$ cat src/rtl/ir_sweep_sched.sv
`default_nettype none
// ============================================================================
// Module      : ir_sweep_sched
// Description : Sequences one sweep of three IR emitter/receiver pairs.
//               For each pair (inner, middle, outer) the emitter is enabled
//               and left to settle. The right channel is then converted,
//               followed by the left channel. Each result is latched into
//               its reading register.
// Ports       : clk, rst_n                  - clock, async active-low reset
//               go                          - sweep request (sampled in IDLE)
//               strt_cnv, chnnl             - A2D start pulse / channel select
//               cnv_cmplt, res              - A2D done strobe / 12-bit result
//               IR_in_en/IR_mid_en/IR_out_en- one-hot registered emitter enables
//               lft_*/rht_*                 - latest 12-bit readings
//               busy, sweep_done            - status / one-cycle sweep pulse
//               err                         - signed steering error
// Options     : define IR_ERR_EN to compute err in DONE. Without it, err
//               is tied to zero.
// Revision    : 1.0 - initial release
// ============================================================================
module ir_sweep_sched #(
  parameter int SETTLE_CYC = 4096
) (
  input  logic               clk,
  input  logic               rst_n,
  input  logic               go,
  output logic               strt_cnv,
  output logic [2:0]         chnnl,
  input  logic               cnv_cmplt,
  input  logic [11:0]        res,
  output logic               IR_in_en,
  output logic               IR_mid_en,
  output logic               IR_out_en,
  output logic [11:0]        lft_in,
  output logic [11:0]        rht_in,
  output logic [11:0]        lft_mid,
  output logic [11:0]        rht_mid,
  output logic [11:0]        lft_out,
  output logic [11:0]        rht_out,
  output logic               busy,
  output logic               sweep_done,
  output logic signed [15:0] err
);

  localparam logic [2:0] IDLE   = 3'd0;
  localparam logic [2:0] SETTLE = 3'd1;
  localparam logic [2:0] CNV_R  = 3'd2;
  localparam logic [2:0] WAIT_R = 3'd3;
  localparam logic [2:0] CNV_L  = 3'd4;
  localparam logic [2:0] WAIT_L = 3'd5;
  localparam logic [2:0] DONE   = 3'd6;

  localparam int              CW          = (SETTLE_CYC > 1) ? $clog2(SETTLE_CYC) : 1;
  localparam logic [CW-1:0]   SETTLE_LAST = CW'(SETTLE_CYC - 1);

  logic [2:0]    r_state;
  logic [1:0]    r_pair;
  logic [CW-1:0] r_cnt;
  logic [2:0]    r_en;     // one-hot: [0]=inner, [1]=middle, [2]=outer

  // Channel map per pair: inner R1/L0, middle R4/L2, outer R3/L7
  function automatic logic [2:0] rch_of(input logic [1:0] p);
    case (p)
      2'd0:    rch_of = 3'd1;
      2'd1:    rch_of = 3'd4;
      default: rch_of = 3'd3;
    endcase
  endfunction

  function automatic logic [2:0] lch_of(input logic [1:0] p);
    case (p)
      2'd0:    lch_of = 3'd0;
      2'd1:    lch_of = 3'd2;
      default: lch_of = 3'd7;
    endcase
  endfunction

  assign strt_cnv   = (r_state == CNV_R) || (r_state == CNV_L);
  assign busy       = (r_state != IDLE);
  assign sweep_done = (r_state == DONE);
  assign IR_in_en   = r_en[0];
  assign IR_mid_en  = r_en[1];
  assign IR_out_en  = r_en[2];

  always_ff @(posedge clk or negedge rst_n) begin
    if (!rst_n) begin
      r_state <= IDLE;
      r_pair  <= 2'd0;
      r_cnt   <= '0;
      r_en    <= 3'b000;
      chnnl   <= 3'd0;
      lft_in  <= 12'h000;
      rht_in  <= 12'h000;
      lft_mid <= 12'h000;
      rht_mid <= 12'h000;
      lft_out <= 12'h000;
      rht_out <= 12'h000;
    end else begin
      case (r_state)
        IDLE: begin
          if (go) begin
            r_pair  <= 2'd0;
            r_en    <= 3'b001;
            r_cnt   <= '0;
            r_state <= SETTLE;
          end
        end
        SETTLE: begin
          if (r_cnt == SETTLE_LAST) begin
            chnnl   <= rch_of(r_pair);
            r_state <= CNV_R;
          end else begin
            r_cnt <= r_cnt + CW'(1);
          end
        end
        CNV_R: r_state <= WAIT_R;
        WAIT_R: begin
          if (cnv_cmplt) begin
            case (r_pair)
              2'd0:    rht_in  <= res;
              2'd1:    rht_mid <= res;
              default: rht_out <= res;
            endcase
            chnnl   <= lch_of(r_pair);
            r_state <= CNV_L;
          end
        end
        CNV_L: r_state <= WAIT_L;
        WAIT_L: begin
          if (cnv_cmplt) begin
            case (r_pair)
              2'd0:    lft_in  <= res;
              2'd1:    lft_mid <= res;
              default: lft_out <= res;
            endcase
            if (r_pair == 2'd2) begin
              r_en    <= 3'b000;
              r_state <= DONE;
            end else begin
              // Old enable drops and the next one rises on the same edge,
              // so the enables never overlap.
              r_en    <= {r_en[1:0], 1'b0};
              r_pair  <= r_pair + 2'd1;
              r_cnt   <= '0;
              r_state <= SETTLE;
            end
          end
        end
        DONE:    r_state <= IDLE;
        default: r_state <= IDLE;
      endcase
    end
  end

`ifdef IR_ERR_EN
  logic signed [15:0] w_d_in;
  logic signed [15:0] w_d_mid;
  logic signed [15:0] w_d_out;
  logic signed [15:0] w_err;

  // Worst-case magnitude is 45045, which exceeds the signed 16-bit range.
  // The result therefore wraps modulo 2^16.
  always_comb begin
    w_d_in  = $signed({4'h0, rht_in})  - $signed({4'h0, lft_in});
    w_d_mid = $signed({4'h0, rht_mid}) - $signed({4'h0, lft_mid});
    w_d_out = $signed({4'h0, rht_out}) - $signed({4'h0, lft_out});
    w_err   = w_d_in + (w_d_mid <<< 1) + (w_d_out <<< 3);
  end

  always_ff @(posedge clk or negedge rst_n) begin
    if (!rst_n) begin
      err <= 16'sh0000;
    end else if (r_state == DONE) begin
      err <= w_err;
    end
  end
`else
  assign err = 16'sh0000;
`endif

endmodule
`default_nettype wire

$ cat config.mk
export PLATFORM = sky130hd
export DESIGN_NAME = ir_sweep_sched
export DESIGN_NICKNAME = d
export VERILOG_FILES = /design/src/rtl/ir_sweep_sched.sv
export SDC_FILE = /design/constraint.sdc
export NUM_CORES = 1
export LEC_CHECK = 0
export ABC_AREA = 1
export BUFFER_PORTS_ARGS = -buffer_cell sky130_fd_sc_hd__buf_2
export CORE_AREA = 2 2 144 90
export DETAILED_ROUTE_END_ITERATION = 12
export DIE_AREA = 0 0 146 92
export PLACE_DENSITY = 0.65
export REMOVE_ABC_BUFFERS = 1
export SLEW_MARGIN = 20
export SYNTH_ARGS = -nofsm -noshare
export SYNTH_HDL_FRONTEND = slang
export SYNTH_SLANG_ARGS = --single-unit
$ cat constraint.sdc
create_clock -name clk -period 4.15 [get_ports clk]
set_input_delay 0.83 -clock clk [delete_from_list [all_inputs] [get_ports clk]]
set_output_delay 0.83 -clock clk [all_outputs]
set_load 0.05 [all_outputs]
* After elaboration in Yosys (flattened, before gate mapping)
Index checks and enable logic that the tools add are counted.
** Operators by class
- Add/subtract/negate cells :: 2
- Equal/unequal tests :: 15
- Multiplexer cells :: 23
- Bitwise logic cells :: 1
- Reduce and logical (&&, ||, !) cells :: 19
** Operators by type and width (count)
- $mux 12 :: 4
- $pmux 12 s3 :: 1
- $mux 3 :: 9
- $pmux 3 s2 :: 4
- $reduce_and 3->1 :: 8
- $pmux 3 s6 :: 1
- $add 12x1->12 const B :: 1
- $eq 12x12->1 const B :: 1
- $ne 2x2->1 const B :: 6
- $eq 3x3->1 const B :: 3
- $reduce_and 4->1 :: 2
- $eq 3x2->1 const B :: 2
- $mux 2 :: 3
- $reduce_bool 3->1 :: 2
- $reduce_and 5->1 :: 1
- $pmux 2 s2 :: 1
- $reduce_bool 2->1 :: 2
- $eq 3x1->1 const B :: 1
- $logic_not 3->1 :: 1
- $add 2x1->2 const B :: 1
- $eq 2x1->1 const B :: 1
- $eq 2x2->1 const B :: 1
- $logic_not 2->1 :: 1
- $reduce_or 2->1 :: 1
- other kinds (2) :: 2
** Storage, ports and cells
- Bits in registers :: 95
- Input port bits :: 16
- Output and inout port bits :: 97
- Word-level logic and storage cells :: 71

* Depth between registers and ports, before layout
Gate-level depths: netlist of run 1.
- Depth after elaboration :: 4
- Depth in mapped cells :: 10
- Mapped depth without buffers :: 9

* Worst setup path before layout of run 1
Ideal clock, no wire load.
- Path type :: flip-flop to output port
- Start :: reg r_state[2]
- End :: out sweep_done
- Arrival :: 1609 ps
- Required time :: 3320 ps
- Slack :: 1711 ps
- Stages on the path, launching flop included :: 3
- Path buffers :: 0
- Cell sequence :: dfrtp_1 > inv_2 > nor3_1
** Between the ends
- Word-level cells in the longest chain between the ends :: 1
** RTL lines
- start: declaration :: RTL line 56 : logic [2:0] r_state;
- start signal: assignment :: RTL line 87 : r_state <= IDLE;
- start signal: assignment :: RTL line 105 : r_state <= SETTLE;
- start signal: assignment :: RTL line 111 : r_state <= CNV_R;
- $eq 3x3->1 :: RTL line 80 : assign sweep_done = (r_state == DONE);
- end: declaration :: RTL line 41 : output logic sweep_done,
No other way between the ends.

* Final worst setup path of run 1
- Start :: reg r_state[2]
- End :: out strt_cnv
** Between the ends
- Word-level cells in the longest chain between the ends :: 2
- Elaborated cells on any way between the ends :: 3
- Those cells by class :: eq/ne (2); reduce/logical (1)
** RTL lines
- $eq 3x2->1 / $eq 3x3->1 (equally long branches) :: RTL line 78 : assign strt_cnv = (r_state == CNV_R) || (r_state == CNV_L);
- $logic_or 1x1->1 (*) :: RTL line 78
- end: declaration :: RTL line 27 : output logic strt_cnv,
Every way passes the cells marked *; elsewhere a longest branch is shown, timed or not.

==> results of run 1 <==
==> critical path: stages (launching register included) <==
cell and delay [ns]:
dfrtp_1 0.49, inv_2 0.11, nor3_1 0.20, or2_2 0.16
buf_2 0.25
==> final timing paths <==
path | startpoint | to | slack, ns | cells past startpoint
max | r_state[2] | strt_cnv | 1.78 | 4
min | chnnl[2] | chnnl[2] | 0.47 | 2
max reg2reg | r_state[1] | r_cnt[1] | 2.06 | 7
min reg2reg | chnnl[2] | chnnl[2] | 0.47 | 2
max in group asynchronous | rst_n | r_cnt[10] | 2.70 | 2
min in group asynchronous | rst_n | r_state[0] | 0.62 | 1
==> power groups by stage <==
stage                     Clock, uW  Combinational (uW)  Sequential [uW]
after floorplan                   0                 589             2300
after global placement            0                1940             1400
after detailed placement          0                1980             1410
after CTS                       811                1980             1400
after global routing            859                2100             1440
final                           789                1970             1400
==> registers in the layout, summed over array words and instances (netlist names) <==
signal,flops
r_cnt,12
chnnl,3
r_pair,2
rht_out,12
lft_mid,12
rht_in,12
r_en,3
lft_in,12
lft_out,12
rht_mid,12
r_state,3
==> per-stage QoR <==
stage | total power, uW | hold slack, ns | worst slack (ns)
after global routing | 4400 | 0.508 | 1.64
after detailed placement | 3390 | 0.465 | 2.07
after CTS | 4190 | 0.481 | 1.77
final | 4160 | 0.472 | 1.78
after global placement | 3340 | 0.462 | 2.17
after floorplan | 2890 | 0.464 | 1.71
==> per-layer routing <==
| layer | GRT usage | vias up | share of wire |
|---|---|---|---|
| li1 | - | 1662 | - |
| met1 | 0.212 | 1578 | 0.47 |
| met2 | 0.248 | 99 | 0.45 |
| met3 | 0.0443 | 14 | 0.067 |
| met4 | 0.0348 | 0 | 0.012 |
| met5 | 0 | - | 0 |
==> cell type report <==
cell class,instances,area share
Timing Repair Buffer,97,0.0984
Sequential cell,95,0.477
Clock inverter,7,0.0128
Clock buffer,9,0.0452
Multi-Input combinational cell,327,0.298
Inverter,34,0.0256
Tap cell,170,0.0427
==> cell families after synthesis <==
kind of cell | share of synthesized area
compound gates | 0.109
xor+xnor | 0.00212
fa+ha+maj | 0.0121
buf+inv | 0.0785
flops | 0.576
other cells | 0.000908
simple gates | 0.222
==> cells in the final DEF, fill, tap and decap left out <==
master      instances
dfrtp_1            95
clkinv_4            2
nand3_1            16
clkbuf_16           9
o21a_1              1
nand4_1             3
buf_4               2
nand2_1           127
inv_6               1
o21ai_1            11
clkinvlp_4          2
o21ai_0            48
nor3_1              5
ha_1                4
inv_8               2
nand2_2             4
a21oi_1            28
nand3_2             4
nor2_2              1
o22ai_1             1
inv_2               5
nor2_1             51
inv_1              29
nor2_4              3
xor2_1              1
nand3b_1            1
or2_2               2
conb_1             16
buf_2              95
==> summary.txt, run 1 <==
Status: finished clean
Sequential fraction of the synthesis area: 0.576
Max-slew violations: 0
Area grow syn2layout: 20.6%
Via Count: 3353
DRC Markers: 0
CTS tree: built
Clock tree buffer depth: 2
Fin util: 0.404
Mean Syn Cell Area: 8.75 um^2
Cells after Synth: 472
Seq pwr share: 0.338
Vias in the first global route: 3247
Die ar.: 13400 um^2
Relative slew slack: 0.376
Clock-pin slew on the worst setup and hold paths: 0.07 ns
RSZ-0062 raised after global routing: false
FF+latch count, synth: 95
H-tree depth: 3
Finished Cell Area: 4980 um^2
CTS Sinks: 95
Area after DPL: 4690 um^2
Row cnt: 32
Die Width: 146 um
Most frequent cell after synthesis: nand2_1
Storage element area: 2380 um^2
Critical Path End Type: primary output
Initial DRC count: 193
Root buffer cell: clkbuf_16
Number of synthesized flops with an enable pin: 0
WL final: 10100 um
Synth top cells by count: nand2_1, dfrtp_1, nor2_1
Routed WL per cell: 13.6 um
Post-CTS Setup Bufs: 0
Hold Crit Class: flip-flop to flip-flop
Final hold violations: 0
Crit-path max FO: 7
Post-synth top flop: dfrtp_1
Nets: 584
Y dimension of the die: 92 um
PwrDens: 835 nW/um^2
Cell accounting for the most synthesized area: dfrtp_1
Fraction of layout cells with a size suffix above 1: 0.232
Antenna violations before repair: 0
Synth warnings: 0
First-pass GRT wire length: 16500 um
CP arrival: 1.54 ns
Num ports: 113
Hold-fix buffers at CTS: 0
Initial Util: 0.335
Comb power frac: 0.473
Sw Ratio: 0.509
CTS resizes: 0
Post-route ant nets: 0
Clk_lat worst skew: 0.33 ns
Max frequency: 421 MHz
Least-Margin Pin Slew: 0.937 ns
Total track usage: 0.155
Area of the multi-input gates: 1490 um^2
Worst vdd ir: 0.362 mV
Minimum clock period: 2.37 ns
CP Class: flip-flop to primary output
Setup_tns: 0 ns
Pin count of the biggest net entering global routing: 76
Layout Cells excl Fill: 739
Mapped Area: 4130 um^2
TritonRoute pass-1 iters: 4
Library cells used by synthesis: 26
Share of the synthesized area in the top cell type: 0.576
FFs w/ async S/R, synth: 1.00
Clock Power Share: 0.190
Setup crit start kind: flip-flop
Setup Skew: 0.00900 ns
P_leak: 0.00267 uW
Maximum capacitance violations: 0
GPL Wtd Cong: 0.942
Final Cycle Share: 0.572
Fill cells: 1272
Antenna cell count: 0
Internal: 2040 uW
# port buffers: 96
CP required: 3.32 ns
Post-Place Cells: 723
Grt total ovfl: 0
Top cells by area in the synthesized netlist: dfrtp_1, nand2_1, o21ai_0
CTS Buf Count: 9
Final setup vio count: 0
Hpwl dp: 7090 um
Vias per inst: 4.54
Core area: 12300 um^2
Net Switching: 2120 uW
(Power assumes the default switching activity.)
==> run 2: changes to the inputs <==
PLACE_DENSITY = 0.67   (was 0.65)
clock period = 2.1 ns   (was 4.15 ns; I/O delays follow)
==> run 2 against run 1 <==
Against the previous run:
- cell area is 1.4% higher
- count of clock-buffer cells in the layout increased by 2
- clock power rose by 90%
- core utilization grew 0.57 points
- via count is 2.6% higher
- non-clock buffer count up 9
- die area did not move
- clock skew is 0.0024 ns lower
- final cell count increased by 1.2%
- critical endpoint unchanged
- critical path depth unchanged
- largest cell class unchanged
- global-route usage decreased by 0.057 points
- setup slack worse by 1.6 ns
==> summary.txt, run 2 (synthesis results as in run 1) <==
Hold Crit Class: primary input to flip-flop
Max-slew violations: 0
Most common cell after layout, fill and taps aside: nand2_1
Clk_lat worst skew: 0.33 ns
Most frequent cells in the layout: nand2_1, dfrtp_1, buf_2
Pin count of the biggest net entering global routing: 42
Post-CTS Setup Bufs: 0
Setup_tns: 0 ns
PwrDens: 1620 nW/um^2
Row cnt: 32
CP arrival: 1.53 ns
GPL Wtd Cong: 0.852
Area of the multi-input gates: 1490 um^2
Initial DRC count: 232
Via Count: 3441
Critical Path End Type: primary output
Area grow syn2layout: 22.3%
Total track usage: 0.155
Final setup vio count: 0
First-pass GRT wire length: 16600 um
Post-route ant nets: 0
Minimum clock period: 1.95 ns
Core area: 12300 um^2
WL final: 10100 um
Die ar.: 13400 um^2
DRC Markers: 0
Antenna cell count: 0
Routed WL per cell: 13.5 um
Antenna violations before repair: 0
Clock tree buffer depth: 2
H-tree depth: 3
Root buffer cell: clkbuf_16
Storage element area: 2380 um^2
RSZ-0062 raised after global routing: false
Worst vdd ir: 0.731 mV
Clock-pin slew on the worst setup and hold paths: 0.07 ns
Final Cycle Share: 0.927
Max frequency: 514 MHz
Vias per inst: 4.60
P_leak: 0.00272 uW
Y dimension of the die: 92 um
Highest Signal Layer: met4
Nets: 593
Final hold violations: 0
CTS Sinks: 95
Met3 WL: 724 um
Crit-path max FO: 7
Met2 wire length: 4550 um
TritonRoute pass-1 iters: 4
Num ports: 113
Setup Skew: 0.00661 ns
CP Class: flip-flop to primary output
CP required: 1.68 ns
Vias in the first global route: 3303
Hpwl dp: 7320 um
Status: finished clean
Fill cells: 1228
CTS tree: built
CTS resizes: 0
# port buffers: 96
Grt total ovfl: 0
Setup crit start kind: flip-flop
CTS Buf Count: 9
Fraction of layout cells with a size suffix above 1: 0.240
Initial Util: 0.335
Total power: 8180 uW
Maximum capacitance violations: 0
Met1 WL: 4670 um
Die Width: 146 um
run 2: critical path, cell delays in order (launching register included):
cell     delay (ns)
dfrtp_1        0.47
inv_2          0.15
nor3_1         0.06
or2_2          0.30
buf_2          0.21
run 2: layout make-up:
cell class	count	area share
Sequential cell	95	0.471
Clock buffer	11	0.0480
Inverter	34	0.0253
Timing Repair Buffer	106	0.113
Multi-Input combinational cell	327	0.294
Tap cell	170	0.0421
Clock inverter	5	0.00669
run 2: power by group:
part | leakage [uW] | switching [uW] | internal (uW) | total (uW)
sequential | 0.00127 | 384 | 2400 | 2780
combinational | 0.00131 | 3050 | 845 | 3900
clock | 0.000132 | 672 | 833 | 1500
run 2: final timing paths:
check,slack [ns],to,from,cells after the start
max in group asynchronous,0.84,lft_in[7],rst_n,3
min in group asynchronous,0.55,r_en[0],rst_n,2
setup reg to reg,0.30,lft_out[11],r_pair[0],8
setup / recovery,0.15,strt_cnv,r_state[2],4
hold reg to reg,0.48,chnnl[0],chnnl[0],2
hold / removal,0.40,lft_in[6],res[6],3
run 2: timing repair:
action                                 CTS  global route
endpoints found under the hold margin    8             0
hold buffers                             1             0
setup endpoints to repair                0             0
run 2: routing by layer:
layer,GRT usage,up-vias
met3,0.0478,11
li1,-,1683
met2,0.241,108
met1,0.208,1639
met5,0,-
met4,0.0485,0
run 2: metrics by stage:
stage	setup WS (ns)	util	hold slack [ns]	area (um^2)	std cells
finish	0.153	0.410	0.405	5050	748
global route	0.0390	0.410	0.416	5050	748
CTS	0.142	0.410	0.388	5050	748
detailed placement	0.315	0.386	0.368	4770	731
global placement	0.406	0.386	0.355	4770	731
floorplan	0.0713	-	0.124	3990	456
